## src/rtl/rtc_lap_controller.sv

```systemverilog
// Run/lap sequencer: decodes button pulses into counter controls, stores laps, picks display source.
// Latency: state and controls 1 cycle after the pulse; o_disp_count 1 cycle after its selected source.
// Backpressure: none; pulses are consumed in the cycle they arrive, illegal or lower-priority ones dropped.
//
// Optional feature macro: RTC_LAP_RECALL_EN
//   defined   -> DEPTH-entry lap buffer, RECALL state, i_recall stepping.
//   undefined -> single hold register only; lap count/index/full tied to 0, i_recall ignored.
//
// Ports:
//   i_sclk, i_reset          clock, synchronous active-high reset
//   i_start_stop, i_lap,     single-cycle button pulses
//   i_clear, i_recall
//   i_count[23:0]            live BCD count from the counter
//   o_count_enb              counter enable (high only in RUN)
//   o_count_init             one-cycle counter zero request on clear
//   o_latch_count            high while a lap hold is active
//   o_disp_count[23:0]       registered display value
//   o_state[1:0]             IDLE=0 RUN=1 STOP=2 RECALL=3
//   o_lap_num, o_lap_idx,    stored lap count, recalled index, buffer full
//   o_full
module rtc_lap_controller #(
    parameter int DEPTH       = 8,
    parameter int HOLD_CYCLES = 100_000_000
) (
    input  logic                     i_sclk,
    input  logic                     i_reset,
    input  logic                     i_start_stop,
    input  logic                     i_lap,
    input  logic                     i_clear,
    input  logic                     i_recall,
    input  logic [23:0]              i_count,
    output logic                     o_count_enb,
    output logic                     o_count_init,
    output logic                     o_latch_count,
    output logic [23:0]              o_disp_count,
    output logic [1:0]               o_state,
    output logic [$clog2(DEPTH):0]   o_lap_num,
    output logic [$clog2(DEPTH)-1:0] o_lap_idx,
    output logic                     o_full
);

    localparam int IW = $clog2(DEPTH);
    localparam int HW = $clog2(HOLD_CYCLES + 1);
    localparam logic [HW-1:0] HOLD_LOAD = HW'(HOLD_CYCLES);

    typedef enum logic [1:0] {
        ST_IDLE   = 2'd0,
        ST_RUN    = 2'd1,
        ST_STOP   = 2'd2,
        ST_RECALL = 2'd3
    } state_t;

    state_t         r_state;
    logic           r_count_enb;
    logic           r_count_init;
    logic [HW-1:0]  r_hold;
    logic [23:0]    r_held;
    logic [23:0]    r_disp;

    // Buffer-side status, driven by the configurable section below.
    logic           w_full;
    logic           w_have_laps;
    logic [23:0]    w_recall_dat;

    // Decoded actions: at most one is high per cycle.
    logic           w_start;
    logic           w_stop;
    logic           w_lap_cap;
    logic           w_clear;
    logic           w_recall_enter;
    logic           w_recall_step;

    // Each state only looks at its legal pulses, in priority order
    // clear > start_stop > lap > recall, so an illegal higher-priority
    // pulse never masks a legal lower-priority one.
    always_comb begin
        w_start        = 1'b0;
        w_stop         = 1'b0;
        w_lap_cap      = 1'b0;
        w_clear        = 1'b0;
        w_recall_enter = 1'b0;
        w_recall_step  = 1'b0;
        case (r_state)
            ST_IDLE: begin
                w_start = i_start_stop;
            end
            ST_RUN: begin
                if (i_start_stop)
                    w_stop = 1'b1;
                else if (i_lap && !w_full)
                    w_lap_cap = 1'b1;
            end
            ST_STOP: begin
                if (i_clear)
                    w_clear = 1'b1;
                else if (i_start_stop)
                    w_start = 1'b1;
                else if (i_recall && w_have_laps)
                    w_recall_enter = 1'b1;
            end
            ST_RECALL: begin
                if (i_clear)
                    w_clear = 1'b1;
                else if (i_start_stop)
                    w_start = 1'b1;
                else if (i_recall)
                    w_recall_step = 1'b1;
            end
            default: ;
        endcase
    end

    always_ff @(posedge i_sclk) begin
        if (i_reset) begin
            r_state      <= ST_IDLE;
            r_count_enb  <= 1'b0;
            r_count_init <= 1'b0;
            r_hold       <= '0;
            r_held       <= '0;
            r_disp       <= '0;
        end else begin
            r_count_init <= w_clear;

            if (w_start) begin
                r_state     <= ST_RUN;
                r_count_enb <= 1'b1;
            end else if (w_stop) begin
                r_state     <= ST_STOP;
                r_count_enb <= 1'b0;
            end else if (w_clear) begin
                r_state <= ST_IDLE;
            end else if (w_recall_enter) begin
                r_state <= ST_RECALL;
            end

            // Stop cancels a hold; a new lap (re)loads it to the full period.
            if (w_stop)
                r_hold <= '0;
            else if (w_lap_cap)
                r_hold <= HOLD_LOAD;
            else if (r_hold != '0)
                r_hold <= r_hold - 1'b1;

            if (w_lap_cap)
                r_held <= i_count;

            // Source is chosen from this cycle's registered state/hold.
            if (r_state == ST_RECALL)
                r_disp <= w_recall_dat;
            else if (r_hold != '0)
                r_disp <= r_held;
            else
                r_disp <= i_count;
        end
    end

`ifdef RTC_LAP_RECALL_EN
    localparam logic [IW:0] DEPTH_W = (IW+1)'(DEPTH);

    logic [IW:0]   r_lap_num;
    logic [IW-1:0] r_lap_idx;
    logic [23:0]   r_buf [DEPTH];

    assign w_full       = (r_lap_num == DEPTH_W);
    assign w_have_laps  = (r_lap_num != '0);
    assign w_recall_dat = r_buf[r_lap_idx];

    always_ff @(posedge i_sclk) begin
        if (i_reset) begin
            r_lap_num <= '0;
            r_lap_idx <= '0;
        end else begin
            if (w_clear)
                r_lap_num <= '0;
            else if (w_lap_cap)
                r_lap_num <= r_lap_num + 1'b1;

            if (w_clear || w_recall_enter)
                r_lap_idx <= '0;
            else if (w_recall_step) begin
                if ({1'b0, r_lap_idx} == r_lap_num - 1'b1)
                    r_lap_idx <= '0;
                else
                    r_lap_idx <= r_lap_idx + 1'b1;
            end
        end
    end

    // Buffer contents need no reset: entries are only read below r_lap_num.
    always_ff @(posedge i_sclk) begin
        if (w_lap_cap)
            r_buf[r_lap_num[IW-1:0]] <= i_count;
    end

    assign o_lap_num = r_lap_num;
    assign o_lap_idx = r_lap_idx;
    assign o_full    = w_full;
`else
    // No buffer: laps are unlimited, recall can never be entered.
    assign w_full       = 1'b0;
    assign w_have_laps  = 1'b0;
    assign w_recall_dat = 24'h0;

    assign o_lap_num = '0;
    assign o_lap_idx = '0;
    assign o_full    = 1'b0;
`endif

    assign o_state       = r_state;
    assign o_count_enb   = r_count_enb;
    assign o_count_init  = r_count_init;
    assign o_latch_count = (r_hold != '0);
    assign o_disp_count  = r_disp;

endmodule

```

## config.mk

```make
export PLATFORM = sky130hd
export DESIGN_NAME = rtc_lap_controller
export DESIGN_NICKNAME = d
export VERILOG_FILES = /design/src/rtl/rtc_lap_controller.sv
export SDC_FILE = /design/constraint.sdc
export NUM_CORES = 1
export LEC_CHECK = 0
export BUFFER_PORTS_ARGS = -buffer_cell sky130_fd_sc_hd__buf_2
export CAP_MARGIN = 20
export CORE_MARGIN = 3
export CORE_UTILIZATION = 40
export CTS_BUF_LIST = sky130_fd_sc_hd__clkbuf_8 sky130_fd_sc_hd__clkbuf_16
export CTS_CLUSTER_SIZE = 14
export DETAILED_ROUTE_END_ITERATION = 8
export GPL_ROUTABILITY_DRIVEN = 0
export GPL_TIMING_DRIVEN = 1
export PLACE_DENSITY = 0.71
export SLEW_MARGIN = 25
export SYNTH_ARGS = -nofsm -noshare
export SYNTH_HDL_FRONTEND = slang
export SYNTH_SLANG_ARGS = --single-unit
```

## constraint.sdc

```tcl
create_clock -name i_sclk -period 2.6 [get_ports i_sclk]
set_input_delay 0.26 -clock i_sclk [delete_from_list [all_inputs] [get_ports i_sclk]]
set_output_delay 0.26 -clock i_sclk [all_outputs]
set_load 0.005 [all_outputs]
```

[Word-level counts from Yosys, hierarchy flattened]
Cells that the tools add are included.
Storage, ports and cells
  register bits after elaboration: 79
  input bits: 30
  output and inout bits: 37
  logic and storage cells: 40
Operators by class
  add/subtract/negate cells: 1
  equality and inequality tests: 3
  multiplexer cells: 17
  reduce and logical (&&, ||, !) cells: 11
Operator list (number)
  $mux W27: 2
  $reduce_bool A27 Y1: 1
  $sub A27 B1 Y27 const B: 1
  $mux W24: 1
  $mux W1: 11
  $reduce_or A2 Y1: 4
  $reduce_bool A2 Y1: 3
  $eq A2 B2 Y1 const B: 2
  $mux W2: 2
  $reduce_bool A3 Y1: 1
  $reduce_or A3 Y1: 1
  $eq A2 B1 Y1 const B: 1
  $logic_not A2 Y1: 1
  $pmux W1 S2: 1

[Logic depth before layout (Yosys ltp)]
  depth after elaboration: 6
  gate-level depth with buffers: 8
  mapped depth without buffers: 6

[Worst setup path after synthesis]
Ideal clock, no wire load.
  path type: register to register
  start point: register r_hold[2]
  end point: register r_disp[10] (netlist: o_disp_count[10])
  setup time: 0.132 ns
  arrival time: 1.820 ns
  path slack: 0.648 ns
  stages on the path, launching flop included: 8
  period minus slack after synthesis: 1.952 ns
  cells stage by stage: dfxtp_1 -> nor4_4 -> nand4b_2 -> or3_1 -> clkbuf_1 -> buf_2 -> nand2_1 -> a21oi_1
Between the ends
  word-level cells in the longest chain between the ends: 2
Ends and longest elaborated chain
  start: declaration: RTL line 56  | logic [HW-1:0] r_hold;
  start signal: assignment: RTL line 142  | r_hold <= r_hold - 1'b1;
  $reduce_bool A27 Y1: RTL line 150  | else if (r_hold != '0)
  $mux W24: RTL line 150
  end signal: assignment: RTL line 149  | r_disp <= w_recall_dat;
  end signal: assignment: RTL line 151  | r_disp <= r_held;
  end signal: assignment: RTL line 153  | r_disp <= i_count;
  end: declaration: RTL line 58  | logic [23:0] r_disp;
Every way passes these cells.
A chain may end at the register's enable or synchronous reset.

[Worst setup path after layout]
  start point: register r_hold[2]
  end point: output port o_latch_count
Between the ends
  word-level cells in the longest chain between the ends: 1
Ends and longest elaborated chain
  $reduce_bool A27 Y1: RTL line 212  | assign o_latch_count = (r_hold != '0);
  end: declaration: RTL line 34  | output logic o_latch_count,
Every way passes these cells.

==> results_dict.tcl <==
set metrics [dict create \
    status "finished, final reports clean" \
    grt_pass1_vias 2620 \
    fp.dieArea_sq_mm 0.00922 \
    wirelength_um 7140 \
    synth_area_per_cell_sq_um 8.22 \
    final_cell_mix "nand2_1, dfxtp_1, a21oi_1, buf_2" \
    power.density_mw_per_mm2 1150 \
    cts_resized 0 \
    root_buffer "clkbuf_8" \
    ys.warnings.count 0 \
    nets 479 \
    critPathKind "flip-flop to primary output" \
    die-width_um 96.0 \
    fmax_mhz 425 \
    antenna_found_initial 0 \
    final_layout_size_suffix_gt1_share_pct 21.6 \
    reg2reg_from "r_hold[2]" \
    hp-class "primary input to flip-flop" \
    path_clk_slew_ns 0.08 \
    min_path_cells 2 \
    worst_path_max_delay_cell "nor4_4" \
    viasPerCell 5.17 \
    post-route-min-period_ns 2.36 \
    hold_buffers 0 \
    clk_latency_ns 0.35 \
    cp-end-kind "primary output" \
    boundaryPins 67 \
    synthesis.area_sq_mm 0.00324 \
    firstDrtPassIters 4 \
    path_buf_inv 1 \
    cts-htree-levels 3 \
    cts_setup_buffers 0 \
    num_vias 2869 \
    drc 0 \
    min_from "i_reset" \
    finalSetupViolCount 0 \
    critPathTopFamily "simple AND/OR/NAND/NOR gates" \
    drv_slew 0 \
    ys_types 47 \
    ys_top_cells_by_area "dfxtp_1, nand2_1, a21oi_1" \
    p_leak_uw 0.00146 \
    tns_ns 0 \
    die_h_um 96.0 \
    hold_end "o_count_init" \
    finalHoldViolCount 0 \
    worst_slew_pin_slew_ns 0.830 \
    r2r-end "r_hold[23]" \
    cts.sinks 79 \
    numPortBuffers 57 \
    cpPeakStageDelay_ns 0.46 \
    synth_edf_count 0 \
    grt_max_degree 37 \
    cp-startpoint "r_hold[2]" \
    ys_seq_area_share_pct 48.8 \
    cts_buffer_depth 2 \
    max-vdd-ir-drop_mv 0.519 \
    max_slew_margin_pct 44.7 \
    floorplan.initialDensity_pct 41.5 \
    synthCells 394 \
    grt_pass1_wl_um 11700 \
    r2r_cells 5 \
    finClkSkew_ns 0.00992 \
    rows 32 \
    cap_violations 0 \
    worst-r2r-setup-slack_ns 0.41 \
    hpwl_um 4740 \
    grt.overflow.total 0 \
    arrival_ns 2.10 \
    ant_nets 0 \
    cp-start-kind "flip-flop" \
    ys_ff_latch 79 \
    crit_fanout 8 \
    synth_top_cell_by_area "dfxtp_1" \
    ys.flop_type "dfxtp_1" \
    area_growth_pct 17.5 \
    cp_cell_sequence "nor4_4, nand4b_2, or3_1, buf_2" \
    drt-initial-drc-count 128 \
    cts_tree "yes" \
    grt_util_all_layers_pct 15.8 \
    cts_buffers 9 \
    synth-async-reset-ratio_pct 0 \
    final_util_pct 48.8 \
    diodes 0 \
    core_sq_mm 0.00781 \
    rsz0062_at_grt "false" \
    required_ns 2.34 \
    post-route-period-util_pct 90.6 \
    yosysTopAreaCellShare_pct 48.8 \
    layout_commonest_cell "nand2_1" \
    wl_per_cell_um 12.9 \
]
[layer usage]
layer / routed length [um] / GRT usage (%)
met5: 0 / 0
met4: 96 / 4.98
met3: 247 / 3.83
met2: 3430 / 26.2
met1: 3370 / 20.2
[cell usage after synthesis (all sizes together), types with 2 or more instances]
cell    number
nor2        13
nand2      103
buf         18
nand2b       2
or2          5
or4          9
o31ai       10
nand3        4
inv          3
nor3         9
clkbuf      12
nor4         3
nand4        3
o21ai        9
a21oi       67
a31oi        7
mux2i        2
xor2         4
dfxtp       79
or3         16
[cell families after synthesis]
group	share of synthesized area, %
flip-flops	48.8
XOR/XNOR	1.35
adder cells (fa/ha/maj)	0.386
buffers and inverters	5.29
other	0.116
AO/OA/AOI/OAI	17.1
multiplexers	0.618
AND/OR/NAND/NOR	26.4
[worst max path at each step]
stage | end | cells past startpoint
global placement | r_hold[1] | 5
floorplan | o_disp_count[10] | 7
finish | o_latch_count | 4
CTS | o_latch_count | 4
global route | o_latch_count | 5
detailed placement | r_hold[23] | 5
[per-stage QoR]
step / instance area [sq um] / cells / total power, uW / hold WS [ns] / worst slack, ns
2_1_floorplan: 3270 / 401 / 3000 / 0.396 / 0.648
3_3_place_gp: 3600 / 539 / 3390 / 0.439 / 0.505
3_5_place_dp: 3600 / 539 / 3450 / 0.441 / 0.436
4_1_cts: 3810 / 555 / 4380 / 0.0975 / 0.232
5_1_grt: 3810 / 555 / 4690 / 0.107 / 0.0707
6_report: 3810 / 555 / 4360 / 0.112 / 0.245
[worst register-to-register path, stage by stage (launching register included)]
cell and delay (ns):
dfxtp_1 0.38, nor4_4 0.46, nand4_2 0.26, or4_1 0.53, or3_1 0.32, a31oi_1 0.16
[registers in the layout (all words and copies together) (netlist names)]
| name | flops |
|---|---|
| o_state | 2 |
| r_hold | 27 |
| o_disp_count | 24 |
| o_count_init | 1 |
| o_count_enb | 1 |
| r_held | 24 |
[power breakdown]
part / switching, uW / internal [uW] / leakage [uW]
clock: 453 / 473 / 0.0000989
sequential: 191 / 1430 / 0.000642
combinational: 1090 / 732 / 0.000723
total: 1730 / 2630 / 0.00146
[area by class of cell]
type / instances / area, sq um
timing repair buffer: 66 / 353
inverter: 3 / 11.3
sequential: 79 / 1580
clock buffer: 10 / 138
multi-input combinational: 289 / 1530
fill: 754 / 4000
clock inverter: 6 / 67.6
tap: 102 / 128
No activity file was read; power rests on OpenSTA's default activity.
